<file path="config.mk">
export PLATFORM = sky130hd
export DESIGN_NAME = seq_align_norm_shifter_flat
export DESIGN_NICKNAME = d
export VERILOG_FILES = /design/src/rtl/seq_align_norm_shifter_if.sv /design/src/rtl/seq_align_norm_shifter.sv /design/src/flat_wrapper.sv
export SDC_FILE = /design/constraint.sdc
export NUM_CORES = 1
export LEC_CHECK = 0
export ABC_AREA = 0
export BUFFER_PORTS_ARGS = -buffer_cell sky130_fd_sc_hd__buf_2
export CELL_PAD_IN_SITES_DETAIL_PLACEMENT = 0
export CELL_PAD_IN_SITES_GLOBAL_PLACEMENT = 2
export CORE_ASPECT_RATIO = 0.6
export CORE_MARGIN = 4
export CORE_UTILIZATION = 28
export DETAILED_ROUTE_END_ITERATION = 10
export GPL_ROUTABILITY_DRIVEN = 0
export PLACE_DENSITY = 0.86
export SLEW_MARGIN = 20
export SYNTH_ARGS = -nofsm -noshare
export SYNTH_HDL_FRONTEND = slang
export SYNTH_SLANG_ARGS = --single-unit
</file>
<file path="constraint.sdc">
create_clock -name Clk -period 2.09 [get_ports Clk]
set_input_delay 0.1045 -clock Clk [delete_from_list [all_inputs] [get_ports Clk]]
set_output_delay 0.1045 -clock Clk [all_outputs]
set_load 0.005 [all_outputs]
</file>
<file path="src/rtl/seq_align_norm_shifter_if.sv">
// Request/response bundle for the sequential align/normalize shifter.
interface seq_align_norm_shifter_if #(
   parameter int unsigned WIDTH = 24,
   parameter int unsigned CNT_W = 5
);
   logic             Start;
   logic [1:0]       Mode;
   logic [WIDTH-1:0] D;
   logic [CNT_W-1:0] Amt;
   logic [WIDTH-1:0] Q;
   logic             Sticky;
   logic [CNT_W-1:0] Count;
   logic             Busy;
   logic             Done;
   logic             Zero;

   modport master (
      output Start, Mode, D, Amt,
      input  Q, Sticky, Count, Busy, Done, Zero
   );

   modport slave (
      input  Start, Mode, D, Amt,
      output Q, Sticky, Count, Busy, Done, Zero
   );
endinterface

</file>
<file path="src/rtl/seq_align_norm_shifter.sv">
// One-bit-per-clock shifter: right-align with sticky, left shift, or left-normalize.
// Q/Sticky/Count/Zero hold between operations; Done pulses for one cycle.
module seq_align_norm_shifter #(
   parameter int unsigned WIDTH = 24,
   parameter int unsigned CNT_W = 5
) (
   input logic                      Clk,
   input logic                      Clear,
   seq_align_norm_shifter_if.slave  bus
);
   localparam logic [CNT_W-1:0] WIDTH_CNT = CNT_W'(WIDTH);
   localparam logic [1:0] MODE_LOAD  = 2'b00;
   localparam logic [1:0] MODE_RIGHT = 2'b01;
   localparam logic [1:0] MODE_LEFT  = 2'b10;
   localparam logic [1:0] MODE_NORM  = 2'b11;

   typedef enum logic [1:0] {IDLE = 2'b00, SHIFT = 2'b01, DONE = 2'b10} state_t;

   state_t           state_r, state_nxt;
   logic [WIDTH-1:0] q_r, q_nxt;
   logic             sticky_r, sticky_nxt;
   logic [CNT_W-1:0] count_r, count_nxt;
   logic [CNT_W-1:0] amt_r, amt_nxt;
   logic [1:0]       mode_r, mode_nxt;
   logic             busy_r, busy_nxt;
   logic             done_r, done_nxt;
   logic             zero_r, zero_nxt;
   logic [CNT_W-1:0] amt_clamp;
   logic             no_shift;
   logic             last_shift;

   assign amt_clamp = (bus.Amt > WIDTH_CNT) ? WIDTH_CNT : bus.Amt;

   // State and datapath registers
   always_ff @(posedge Clk or negedge Clear) begin
      if (!Clear) begin
         state_r  <= IDLE;
         q_r      <= '0;
         sticky_r <= 1'b0;
         count_r  <= '0;
         amt_r    <= '0;
         mode_r   <= MODE_LOAD;
         busy_r   <= 1'b0;
         done_r   <= 1'b0;
         zero_r   <= 1'b0;
      end else begin
         state_r  <= state_nxt;
         q_r      <= q_nxt;
         sticky_r <= sticky_nxt;
         count_r  <= count_nxt;
         amt_r    <= amt_nxt;
         mode_r   <= mode_nxt;
         busy_r   <= busy_nxt;
         done_r   <= done_nxt;
         zero_r   <= zero_nxt;
      end
   end

   // Next-state and next-output logic
   always_comb begin
      state_nxt  = state_r;
      q_nxt      = q_r;
      sticky_nxt = sticky_r;
      count_nxt  = count_r;
      amt_nxt    = amt_r;
      mode_nxt   = mode_r;
      zero_nxt   = zero_r;
      no_shift   = 1'b0;
      last_shift = 1'b0;

      case (state_r)
         IDLE: begin
            if (bus.Start) begin
               q_nxt      = bus.D;
               sticky_nxt = 1'b0;
               count_nxt  = '0;
               mode_nxt   = bus.Mode;
               amt_nxt    = amt_clamp;
               case (bus.Mode)
                  MODE_RIGHT, MODE_LEFT: no_shift = (amt_clamp == '0);
                  MODE_NORM:             no_shift = bus.D[WIDTH-1] | (bus.D == '0);
                  default:               no_shift = 1'b1;
               endcase
               state_nxt = no_shift ? DONE : SHIFT;
            end
         end
         SHIFT: begin
            count_nxt = count_r + CNT_W'(1);
            case (mode_r)
               MODE_RIGHT: begin
                  q_nxt      = q_r >> 1;
                  sticky_nxt = sticky_r | q_r[0];
                  last_shift = (count_nxt == amt_r);
               end
               MODE_LEFT: begin
                  q_nxt      = q_r << 1;
                  last_shift = (count_nxt == amt_r);
               end
               default: begin
                  // Normalize stops once the MSB is set; a zero word never gets here.
                  q_nxt      = q_r << 1;
                  last_shift = q_nxt[WIDTH-1];
               end
            endcase
            if (last_shift) state_nxt = DONE;
         end
         DONE:    state_nxt = IDLE;
         default: state_nxt = IDLE;
      endcase

      if (state_nxt == DONE) zero_nxt = (q_nxt == '0);
      busy_nxt = (state_nxt == SHIFT);
      done_nxt = (state_nxt == DONE);
   end

   assign bus.Q      = q_r;
   assign bus.Sticky = sticky_r;
   assign bus.Count  = count_r;
   assign bus.Busy   = busy_r;
   assign bus.Done   = done_r;
   assign bus.Zero   = zero_r;
endmodule
</file>
<file path="src/flat_wrapper.sv">
// flat-port wrapper written by rule: the top's interface ports become plain ports
module seq_align_norm_shifter_flat 
#(
   parameter int unsigned WIDTH = 24,
   parameter int unsigned CNT_W = 5
)
  (Clk, Clear, bus_Start, bus_Mode, bus_D, bus_Amt, bus_Q, bus_Sticky, bus_Count, bus_Busy, bus_Done, bus_Zero);
  seq_align_norm_shifter_if #(.WIDTH(WIDTH), .CNT_W(CNT_W)) bus_i ();
  input logic Clk;
  input logic Clear;
  input wire logic [$bits(bus_i.Start)-1:0] bus_Start;
  input wire logic [$bits(bus_i.Mode)-1:0] bus_Mode;
  input wire logic [$bits(bus_i.D)-1:0] bus_D;
  input wire logic [$bits(bus_i.Amt)-1:0] bus_Amt;
  output wire logic [$bits(bus_i.Q)-1:0] bus_Q;
  output wire logic [$bits(bus_i.Sticky)-1:0] bus_Sticky;
  output wire logic [$bits(bus_i.Count)-1:0] bus_Count;
  output wire logic [$bits(bus_i.Busy)-1:0] bus_Busy;
  output wire logic [$bits(bus_i.Done)-1:0] bus_Done;
  output wire logic [$bits(bus_i.Zero)-1:0] bus_Zero;
  assign bus_i.Start = bus_Start;
  assign bus_i.Mode = bus_Mode;
  assign bus_i.D = bus_D;
  assign bus_i.Amt = bus_Amt;
  assign bus_Q = bus_i.Q;
  assign bus_Sticky = bus_i.Sticky;
  assign bus_Count = bus_i.Count;
  assign bus_Busy = bus_i.Busy;
  assign bus_Done = bus_i.Done;
  assign bus_Zero = bus_i.Zero;
  seq_align_norm_shifter #(.WIDTH(WIDTH), .CNT_W(CNT_W)) u_core (.Clk(Clk), .Clear(Clear), .bus(bus_i));
endmodule
</file>
* Word-level counts from Yosys, hierarchy flattened
Index checks and enable logic that the tools add are counted.
** Storage, ports and cells
- Output and inout port bits :: 33
- Word-level logic and storage cells :: 52
- Register bits :: 42
- Bits of input ports :: 34
** Operators by class
- Reduce and logical (&&, ||, !) cells :: 10
- Order comparisons :: 1
- Add/sub/neg operators :: 1
- Eq/ne operators :: 11
- Bitwise gates (word level) :: 2
- Muxes and demuxes :: 18
** Operators by type and width (count)
- 24-bit zero test :: 2
- 24-bit two-way mux :: 2
- 24-bit case mux with 2 select lines :: 1
- 5-bit two-way mux :: 2
- 5-bit case mux with 2 select lines :: 1
- 2-bit by 1-bit equality test with 1-bit output, second input constant :: 4
- 2-bit equality test, second input constant :: 4
- 1-bit two-way mux :: 6
- 2-bit two-way mux :: 3
- 5-bit by 1-bit adder with 5-bit output, second input constant :: 1
- 5-bit equality test :: 1
- 5-bit > comparator, second input constant :: 1
- 5-bit zero test :: 1
- 2-bit != test, second input constant :: 2
- 1-bit case mux with 2 select lines :: 2
- 2-bit case mux with 2 select lines :: 1
- 2-bit AND reduction :: 2
- 2-bit OR reduction :: 2
- 3-bit AND reduction :: 1
- 2-bit zero test :: 1
- 1-bit bitwise OR :: 2
- 2-bit nonzero test :: 1

* Depth between registers and ports, before layout
Gate-level depths: netlist (run 1).
- Depth in word-level cells :: 10
- Mapped depth :: 11
- Mapped depth without buffers :: 8

* Worst setup path before layout (run 1)
Ideal clock, no wire load.
- Kind :: register to register
- Start :: register u_core.mode_r[0]
- End :: register u_core.zero_r (netlist: u_core.bus.Zero)
- Setup time :: 0.066 ns
- Arrival :: 2.041 ns
- Slack :: -0.017 ns
- Clock period less this slack :: 2.107 ns
- Data required time :: 2.024 ns
- Cell stages (with the launch flop) :: 11
- Cell sequence :: dfrtp_1 > ha_1 > buf_6 > and2_4 > buf_6 > buf_6 > a22o_1 > a222oi_1 > nand4b_1 > nor4_1 > a41o_1
** Between the ends
- Cells in the longest elaborated chain, start to end :: 7
- Elaborated cells between the ends (all ways) :: 11
- Classes of those cells :: eq/ne: 3; mux: 6; reduce/logical: 2
** RTL lines
- start: declaration :: RTL line seq_align_norm_shifter.sv:24 : logic [1:0] mode_r, mode_nxt;
- start signal: assignment :: RTL line seq_align_norm_shifter.sv:52 : mode_r <= mode_nxt;
- 2-bit by 1-bit equality test with 1-bit output / 2-bit equality test (equally long branches) :: RTL line seq_align_norm_shifter.sv:89 : case (mode_r)
- 2-bit OR reduction (no line)
- 1-bit two-way mux
- 1-bit two-way mux :: RTL line seq_align_norm_shifter.sv:71 : case (state_r)
- 2-bit two-way mux :: RTL line seq_align_norm_shifter.sv:105 : if (last_shift) state_nxt = DONE;
- 2-bit case mux with 2 select lines :: RTL line seq_align_norm_shifter.sv:71
- 2-bit equality test :: RTL line seq_align_norm_shifter.sv:111 : if (state_nxt == DONE) zero_nxt = (q_nxt == '0);
- end signal: assignment :: RTL line seq_align_norm_shifter.sv:55 : zero_r <= zero_nxt;
- end: declaration :: RTL line seq_align_norm_shifter.sv:27 : logic zero_r, zero_nxt;
Parallel ways exist; a longest one is shown, timed or not. The select of a mux whose other input is x is not followed.
A chain may end at the register's enable or synchronous reset.

* Worst setup path after layout (run 1)
Same ends and word-level chain as after synthesis.

==> results of run 1 <==
[flip-flops by register name, summed over array words and instances (netlist names)]
name	flops
u_core.amt_r	5
u_core.state_r	2
u_core.bus.Zero	1
u_core.bus.Count	5
u_core.bus.Done	1
u_core.mode_r	2
u_core.bus.Sticky	1
u_core.bus.Busy	1
u_core.bus.Q	24
[cell usage in the layout (no fill, tap or decap), types with 3 or more instances in the layout]
master	count
a31oi_1	3
dfrtp_1	41
nand3_1	6
ha_1	3
nand4_1	4
xnor2_1	4
a222oi_1	11
a22oi_1	16
nor4_1	8
a22o_1	12
clkbuf_16	5
buf_4	48
buf_6	3
buf_2	66
nand2_1	23
a21oi_1	4
nor2_1	5
o21ai_0	16
and2_1	3
inv_1	21
[cell type report]
cell class,instances,share of cell area
clock buffers,7,0.0437
repair buffers,118,0.225
inverters,22,0.0264
multi-input cells,153,0.340
clock inverters,1,0.00153
well taps,108,0.0414
flip-flops and latches,42,0.322
[worst max-delay path: stages (launching register included)]
cell,delay [ns]
dfrtp_1,0.41
ha_4,0.20
and2_4,0.16
buf_4,0.13
a22o_1,0.17
a222oi_1,0.36
nand4b_1,0.20
nor4_2,0.27
a41o_1,0.22
[path summary, 6_finish.rpt]
kind | from | to | slack [ns] | depth (start not counted)
min reg2reg | u_core.amt_r[2] | u_core.amt_r[2] | 0.49 | 2
max | u_core.mode_r[0] | u_core.bus.Zero | -0.11 | 8
min | bus_Amt[3] | u_core.amt_r[3] | 0.06 | 3
min in group asynchronous | Clear | u_core.bus.Q[7] | 0.25 | 2
max reg2reg | u_core.mode_r[0] | u_core.bus.Zero | -0.11 | 8
max in group asynchronous | Clear | u_core.state_r[0] | 1.13 | 3
[per-stage QoR]
| step | hold slack, ns | cell area [um2] | TNS [ns] | utilization |
|---|---|---|---|---|
| 6_report | 0.0570 | 3270 | -0.113 | 0.411 |
| 5_1_grt | 0.0655 | 3270 | -0.196 | 0.411 |
| 3_3_place_gp | 0.0231 | 2910 | -0.0552 | 0.367 |
| 3_5_place_dp | 0.0269 | 2910 | -0.153 | 0.367 |
| 4_1_cts | 0.0503 | 3150 | -0.0252 | 0.397 |
| 2_1_floorplan | -0.191 | 2310 | 0 | - |
[cells by family after synthesis]
family | after synthesis | synth area share
AOI/OAI and AO/OA | 76 | 0.249
xor gates and xnor gates | 8 | 0.0423
adders and majority gates | 4 | 0.0217
buffers and inverters | 37 | 0.0786
DFF | 42 | 0.456
and+or+nand+nor | 65 | 0.152
[power groups by stage]
| stage | Clock, mW | Sequential (mW) | Combinational [mW] |
|---|---|---|---|
| 3_5_place_dp | 0 | 1.56 | 2.37 |
| 5_1_grt | 0.834 | 1.61 | 3.05 |
| 2_1_floorplan | 0 | 1.46 | 1.32 |
| 4_1_cts | 0.792 | 1.56 | 2.56 |
| 6_report | 0.776 | 1.57 | 2.81 |
| 3_3_place_gp | 0 | 1.56 | 2.36 |
[layer usage]
metal | part of all wire | global-route usage | routed length, um
met1 | 0.51 | 0.262 | 4200
met2 | 0.39 | 0.215 | 3200
met4 | 0.021 | 0.0530 | 172
met3 | 0.080 | 0.0469 | 659
met5 | 0 | 0 | 0
[repair_timing]
action                                  in CTS  in global routing
hold buffers                                 1                  0
hold endpoints to repair                    14                  0
pin swaps                                    9                  8
buffers inserted                             6                 13
endpoints found under the setup margin       1                  1
resized for setup                            7                  4
==> results_dict.tcl, run 1 <==
set metrics [dict create \
    die-area_um2 9800 \
    grt_overflow 0 \
    drive_above_1_share 0.394 \
    start_util 0.290 \
    cts.sinks 42 \
    antenna_found_initial 0 \
    switching_power_mw 2.10 \
    nets 380 \
    relSlewSlack 0.624 \
    synth_fp_nets 270 \
    synth_most_common_cell "dfrtp_1" \
    min_period_over_period 1.05 \
    hpwl_um 6340 \
    boundaryPins 67 \
    peakVddDrop_mv 0.448 \
    drt_iter0_markers 272 \
    rsz0062_at_grt "yes" \
    portBuffers 66 \
    n_fill_cell 812 \
    drt_wl_total_um 8230 \
    async_flop_share 1.00 \
    final_max_slew_viol_count 0 \
    critPathKind "reg2reg" \
    hp-class "in2reg" \
    place_ws_ns -0.153 \
    rows 25 \
    core_area_um2 7950 \
    clk_latency_ns 0.28 \
    clock.fmax_mhz 454 \
    synthTopCellsByCount "42 x dfrtp_1, 23 x nand2_1, 22 x inv_1, 16 x a22oi_1, 16 x o21ai_0" \
    switching_share 0.407 \
    syn_area_um2 2310 \
    status "finished, violations left" \
    p_per_area_nw_per_um2 1580 \
    violations "setup timing" \
    synth_ff_type "dfrtp_1" \
    yosysWarnings 0 \
    intPower_mw 3.06 \
    tightest_slew_ns 0.558 \
    start_kind "flop" \
    cts_buffers 5 \
    htree_num_levels 2 \
    cts_tree "built" \
    multi_input_area_um2 1110 \
    instances_no_fill 451 \
    p_leak_nw 1.68 \
    grt_max_degree 29 \
    grtUsageTotal 0.167 \
    grt_pass1_vias 2281 \
    hold_viol 0 \
    synth_top_cell_by_area "dfrtp_1" \
    dp.cells 423 \
    setup_slack_ns -0.113 \
    end_kind "flop" \
    clockBufferDepth 2 \
    ys_ff_latch 42 \
    antenna_cells 0 \
    clk_pin_slew_ns 0.06 \
    arrival_ns 2.42 \
    yosysUniqueCellTypes 42 \
    avgSynthCellArea_um2 9.94 \
    yosysSeqAreaShare 0.456 \
    netlist_instances 232 \
    die_w_um 125 \
    grt_pass1_wl_um 12900 \
    drv_cap 0 \
    synth_edf_count 0 \
    drtPass1Iterations 7 \
    finalCriticalPeriod_ns 2.20 \
    p_comb_frac 0.545 \
    register_area_um2 1050 \
    p_clk_frac 0.151 \
    vias_per_cell 5.26 \
    seq_power_share 0.305 \
    critPathMaxFanout 7 \
    synth_area_leaders "dfrtp_1 46%, a22oi_1 5.2%, a222oi_1 4.8%" \
    skew_ns 0.00613 \
    num_vias 2374 \
    synth_top_cell_area_share 0.456 \
    clock-root-buffer "clkbuf_16" \
    finalPower_mw 5.16 \
    drcViolationCount 0 \
    die_y_um 78.3 \
    setup_viol 1 \
    critical_path_required_ns 2.31 \
    ant_nets 0 \
    area_growth_pct 41.5 \
    wl_per_cell_um 18.2 \
]
Power figures use the tool's default switching activity.
==> inputs of run 2 (changes only) <==
--- a/config.mk
+++ b/config.mk
@@ -11,10 +11,10 @@
 export CELL_PAD_IN_SITES_GLOBAL_PLACEMENT = 2
 export CORE_ASPECT_RATIO = 0.6
 export CORE_MARGIN = 4
-export CORE_UTILIZATION = 28
+export CORE_UTILIZATION = 31
 export DETAILED_ROUTE_END_ITERATION = 10
 export GPL_ROUTABILITY_DRIVEN = 0
-export PLACE_DENSITY = 0.86
+export PLACE_DENSITY = 0.9
 export SLEW_MARGIN = 20
 export SYNTH_ARGS = -nofsm -noshare
 export SYNTH_HDL_FRONTEND = slang
==> constraint.sdc (replaced) <==
create_clock -name Clk -period 2.22 [get_ports Clk]
set_input_delay 0.111 -clock Clk [delete_from_list [all_inputs] [get_ports Clk]]
set_output_delay 0.111 -clock Clk [all_outputs]
set_load 0.005 [all_outputs]
==> run 2 against run 1 <==
Effect of this change:
- the run ends with hold timing left
- worst hold slack got worse by 0.071 ns
- count of clock-buffer cells in the layout unchanged
- utilization rose by 1.5 points
- via count decreased by 3.9%
- worst setup slack better by 0.19 ns
- wire length shrank 4.9%
- die area fell by 8.9%
- sequential share of layout area up 1.9 points
- global-route usage grew 0.79 points
- first-iteration DRC count rose by 14%
- critical path depth did not move
- largest cell class unchanged
- highest routed layer unchanged
==> results_dict.tcl, run 2 (synthesized netlist as in run 1, its figures left out) <==
set metrics [dict create \
    status "finished, violations left" \
    violations "hold timing" \
    clk_pin_slew_ns 0.06 \
    cp_num_buf_inv 2 \
    drv_cap 0 \
    antenna_found_initial 0 \
    mostFrequentLayoutCells "66 x buf_2, 41 x dfrtp_1, 30 x buf_4, 23 x nand2_1, 22 x inv_1" \
    finalPower_mw 4.59 \
    arrival_ns 2.31 \
    p_per_area_nw_per_um2 1490 \
    peakVddDrop_mv 0.477 \
    end_kind "flop" \
    final_common_cell "buf_2" \
    hp-class "in2async" \
    holdWs_ns -0.0139 \
    cpMaxStageDelayCell "dfrtp_2" \
    cts_tree "built" \
    place_area_um2 2840 \
    drtPass1Iterations 6 \
    stdcell_area_um2 3080 \
    r2r_slack_ns 0.08 \
    nets 359 \
    area_growth_pct 33.6 \
    antenna_cells 0 \
    hold_viol 42 \
    vias_per_cell 5.35 \
    grt_max_degree 43 \
    start_kind "flop" \
    largest_reg_flops 24 \
    setup_slack_ns 0.0772 \
    wl_per_cell_um 18.4 \
    drt_iter0_markers 310 \
    cts_buffers 5 \
    clock.fmax_mhz 467 \
    critical_path_required_ns 2.39 \
    finalCriticalPeriod_ns 2.14 \
    critPathKind "reg2reg" \
    core_area_um2 7240 \
    cpPeakStageDelay_ns 0.43 \
    finalSetupTns_ns 0 \
    cp_top_family "simple AND/OR/NAND/NOR gates" \
    die_y_um 74.8 \
    num_vias 2281 \
    hpwl_um 5990 \
    drive_above_1_share 0.351 \
    htree_num_levels 2 \
    critical_path.cell_chain "buf_4 > or2b_2 > nor2_4 > buf_4 > a22oi_1 > o21ai_0 > nor4_1 > a41o_1" \
    drt_wl_total_um 7830 \
    grtUsageTotal 0.175 \
    relSlewSlack 0.358 \
    rows 24 \
    use_met3 0.0405 \
    grt_use_met2 0.252 \
    setup_viol 0 \
    clock-root-buffer "clkbuf_16" \
    p_leak_nw 1.58 \
    met1_usage 0.263 \
    postCtsHoldBufs 0 \
    cp.depth 8 \
    final_max_slew_viol_count 0 \
    place_ws_ns -0.00237 \
    gr-max-usage-layer "met1" \
    min_period_over_period 0.965 \
    tightest_slew_ns 0.963 \
    grt_overflow 0 \
    start_util 0.319 \
    die_w_um 119 \
    boundaryPins 67 \
    clk_latency_ns 0.28 \
    skew_ns 0.00410 \
    critPathMaxFanout 14 \
    clockBufferDepth 2 \
    drcViolationCount 0 \
    crit_top_cell "buf_4" \
    post-route-util 0.426 \
    grt_pass1_wl_um 12100 \
    worstRegToRegCells 8 \
    grt_pass1_vias 2210 \
    ant_nets 0 \
    cts.sinks 42 \
    die-area_um2 8930 \
    portBuffers 66 \
]
run 2: cell types whose count changed in the layout (fill, tap and decap cells not counted):
cell and delta:
buf_6 -2, nor2b_1 +1, buf_4 -18, dlygate4sd3_1 -1
clkinvlp_4 -1, and2_1 -1, and2_4 +1, nor4_1 +1
nor4_2 -1, nor2b_2 -1, inv_1 +1
run 2: worst paths after layout:
kind                                   startpoint                 to
worst max-delay path            u_core.state_r[0]    u_core.bus.Zero
worst min-delay path                        Clear    u_core.bus.Done
worst max register to register  u_core.state_r[0]    u_core.bus.Zero
worst min register to register    u_core.amt_r[2]    u_core.amt_r[2]
max in group asynchronous                   Clear  u_core.state_r[0]
min in group Clk                       bus_Amt[3]    u_core.amt_r[3]
run 2: per-stage QoR:
stage               hold slack, ns  instances
floorplan                   -0.185        232
global placement             0.312        410
detailed placement           0.320        410
CTS                         0.0181        419
global route                0.0700        426
finish                     -0.0139        426
run 2: worst register-to-register path, delay by kind of cell, from the launching register on:
kind,cells,cell delay (ns)
and+or+nand+nor,3,0.77
AOI/OAI and AO/OA,3,0.49
DFF,1,0.43
buffers and inverters,2,0.34
run 2: cell type report:
cell class | instances | area [um2]
inverter | 22 | 82.6
clock buffer | 7 | 143
fill | 708 | 4150
timing repair buffer | 97 | 567
tap | 104 | 130
multi-input combinational | 153 | 1100
clock inverter | 1 | 5.00
sequential | 42 | 1050
run 2: power by group:
group	internal, mW	leakage [nW]	switching [mW]
registers	1.10	0.534	0.367
logic	1.16	0.969	1.23
clock network	0.446	0.0739	0.293
run 2: per-layer routing:
layer / wire [um] / up-vias
li1: - / 1056
met1: 3760 / 1118
met2: 3320 / 100
met3: 665 / 7
met4: 86 / 0
met5: 0 / -
run 2: timing repair:
action | CTS | global route
endpoints found under the setup margin | 1 | 1
pin swaps | 1 | 9
gates resized for setup | 2 | 6
setup buffers | 1 | 7
==> inputs of run 3 (changes only) <==
--- a/config.mk
+++ b/config.mk
@@ -14,6 +14,7 @@
 export CORE_UTILIZATION = 31
 export DETAILED_ROUTE_END_ITERATION = 10
 export GPL_ROUTABILITY_DRIVEN = 0
+export HOLD_SLACK_MARGIN = 0.15
 export PLACE_DENSITY = 0.9
 export SLEW_MARGIN = 20
 export SYNTH_ARGS = -nofsm -noshare
==> run 3 against run 2 <==
Effect of this change:
- the run now ends clean
- critical path depth unchanged
- register-to-register slack about the same
- wire length increased by 1.9%
- sequential share of layout area decreased by 0.86 points
- sequential power about the same
- flip-flop and latch count unchanged
- clock skew decreased by 0.0016 ns
- die area unchanged
- first-iteration DRC count increased by 17%
- final area increased by 2.6%
- largest cell class unchanged
==> results_dict.tcl, run 3 (synthesized netlist as in run 1, its figures left out) <==
set metrics [dict create \
    status "finished, final reports clean" \
    peakVddDrop_mv 0.479 \
    dp.cells 410 \
    p_leak_nw 1.61 \
    r2r_start "u_core.state_r[0]" \
    clk_pin_slew_ns 0.06 \
    drtPass1Iterations 5 \
    arrival_ns 2.32 \
    die_w_um 119 \
    hold_viol 0 \
    cts_tree "built" \
    clk_latency_ns 0.28 \
    finalCriticalPeriod_ns 2.15 \
    num_vias 2367 \
    min_delay_path_depth 4 \
    grt_max_degree 43 \
    start_util 0.319 \
    cpMaxStageDelayCell "dfrtp_2" \
    htree_num_levels 2 \
    core_area_um2 7240 \
    finalPower_mw 4.61 \
    critical_path.cell_chain "buf_4 > or2b_2 > nor2_4 > buf_4 > a22oi_1 > o21ai_0 > nor4_1 > a41o_1" \
    grt_pass1_wl_um 12400 \
    drt_wl_total_um 7980 \
    r2r_slack_ns 0.07 \
    end_kind "flop" \
    skew_ns 0.00246 \
    mostFrequentLayoutCells "66 x buf_2, 41 x dfrtp_1, 30 x buf_4, 23 x nand2_1, 22 x inv_1" \
    antenna_cells 0 \
    worstSetupStartpoint "u_core.state_r[0]" \
    critPathMaxFanout 14 \
    antenna_found_initial 0 \
    grtUsageTotal 0.179 \
    drt_iter0_markers 363 \
    hp-class "in2reg" \
    crit_top_cell "buf_4" \
    n_fill_cell 705 \
    drcViolationCount 0 \
    cts_buffers 5 \
    area_growth_pct 37.1 \
    grt_overflow 0 \
    largest_reg_flops 24 \
    hold_end "u_core.bus.Q[16]" \
    critPathKind "reg2reg" \
    portBuffers 66 \
    ant_nets 0 \
    tightest_slew_ns 0.966 \
    cpPeakStageDelay_ns 0.43 \
    clockBufferDepth 2 \
    hp-start "bus_D[16]" \
    drv_cap 0 \
    final_common_cell "buf_2" \
    relSlewSlack 0.356 \
    boundaryPins 67 \
    cts.sinks 42 \
    place_area_um2 2840 \
    die_y_um 74.8 \
    p_per_area_nw_per_um2 1460 \
    hpwl_um 5990 \
    setup_viol 0 \
    clock.fmax_mhz 466 \
    final_max_slew_viol_count 0 \
    worstRegToRegCells 8 \
    start_kind "flop" \
    stdcell_area_um2 3160 \
    vias_per_cell 5.45 \
    grt_pass1_vias 2292 \
    rows 24 \
    min_period_over_period 0.968 \
    critical_path_required_ns 2.39 \
    wl_per_cell_um 18.4 \
    die-area_um2 8930 \
    nets 367 \
    r2r_end "u_core.bus.Zero" \
    instances_no_fill 434 \
    clock-root-buffer "clkbuf_16" \
    drive_above_1_share 0.342 \
]
==> run 3: cell types whose count changed in the layout (fill, tap and decap cells not counted), sizes merged <==
| cell | previous run | this run |
|---|---|---|
| dlygate4sd3 | 0 | 8 |
==> run 3: routing by layer <==
metal,GRT usage,share of wire
met3,0.0420,0.091
met4,0.0596,0.018
met5,0,0
met1,0.263,0.47
met2,0.262,0.42
==> run 3: final cells by class <==
cell class | instances | area, um2 | area share
Multi-Input combinational cell | 153 | 1100 | 0.349
Sequential cell | 42 | 1050 | 0.333
Timing Repair Buffer | 105 | 647 | 0.205
Clock buffer | 7 | 143 | 0.0451
Tap cell | 104 | 130 | 0.0411
Inverter | 22 | 82.6 | 0.0261
Clock inverter | 1 | 5.00 | 0.00158
==> run 3: worst max path at each step <==
stage	endpoint	slack [ns]
after CTS	u_core.bus.Zero	0.06
after global routing	u_core.bus.Zero	-0.01
after global placement	u_core.bus.Zero	0.03
final	u_core.bus.Zero	0.07
after floorplan	u_core.bus.Zero	0.11
after detailed placement	u_core.bus.Zero	-0.002
==> run 3: metrics by stage <==
step / TNS (ns) / setup slack [ns] / hold slack [ns] / util
6_report: 0 / 0.0718 / 0.211 / 0.437
5_1_grt: -0.0122 / -0.0122 / 0.228 / 0.437
4_1_cts: 0 / 0.0572 / 0.213 / 0.426
3_5_place_dp: -0.00237 / -0.00237 / 0.320 / 0.393
3_3_place_gp: 0 / 0.0341 / 0.312 / 0.393
2_1_floorplan: 0 / 0.113 / -0.185 / -
==> run 3: where the power goes <==
part / leakage, nW / total [mW] / internal [mW] / switching, mW
Clock: 0.0739 / 0.740 / 0.446 / 0.294
Sequential: 0.534 / 1.46 / 1.10 / 0.367
Combinational: 1.00 / 2.41 / 1.17 / 1.24
==> run 3: what timing repair did <==
| action | in CTS | in global routing |
|---|---|---|
| hold buffers | 8 | 0 |
| endpoints found under the setup margin | 1 | 1 |
| hold endpoints to repair | 49 | 0 |
| resized for setup | 2 | 6 |
| setup buffers | 1 | 7 |
| pin swaps | 1 | 9 |
==> run 3: worst max-delay path: cells and delay by family, from the launching register on <==
| kind | cells | cell delay [ns] |
|---|---|---|
| compound gates | 3 | 0.49 |
| buf+inv | 2 | 0.34 |
| flops | 1 | 0.43 |
| simple gates | 3 | 0.78 |
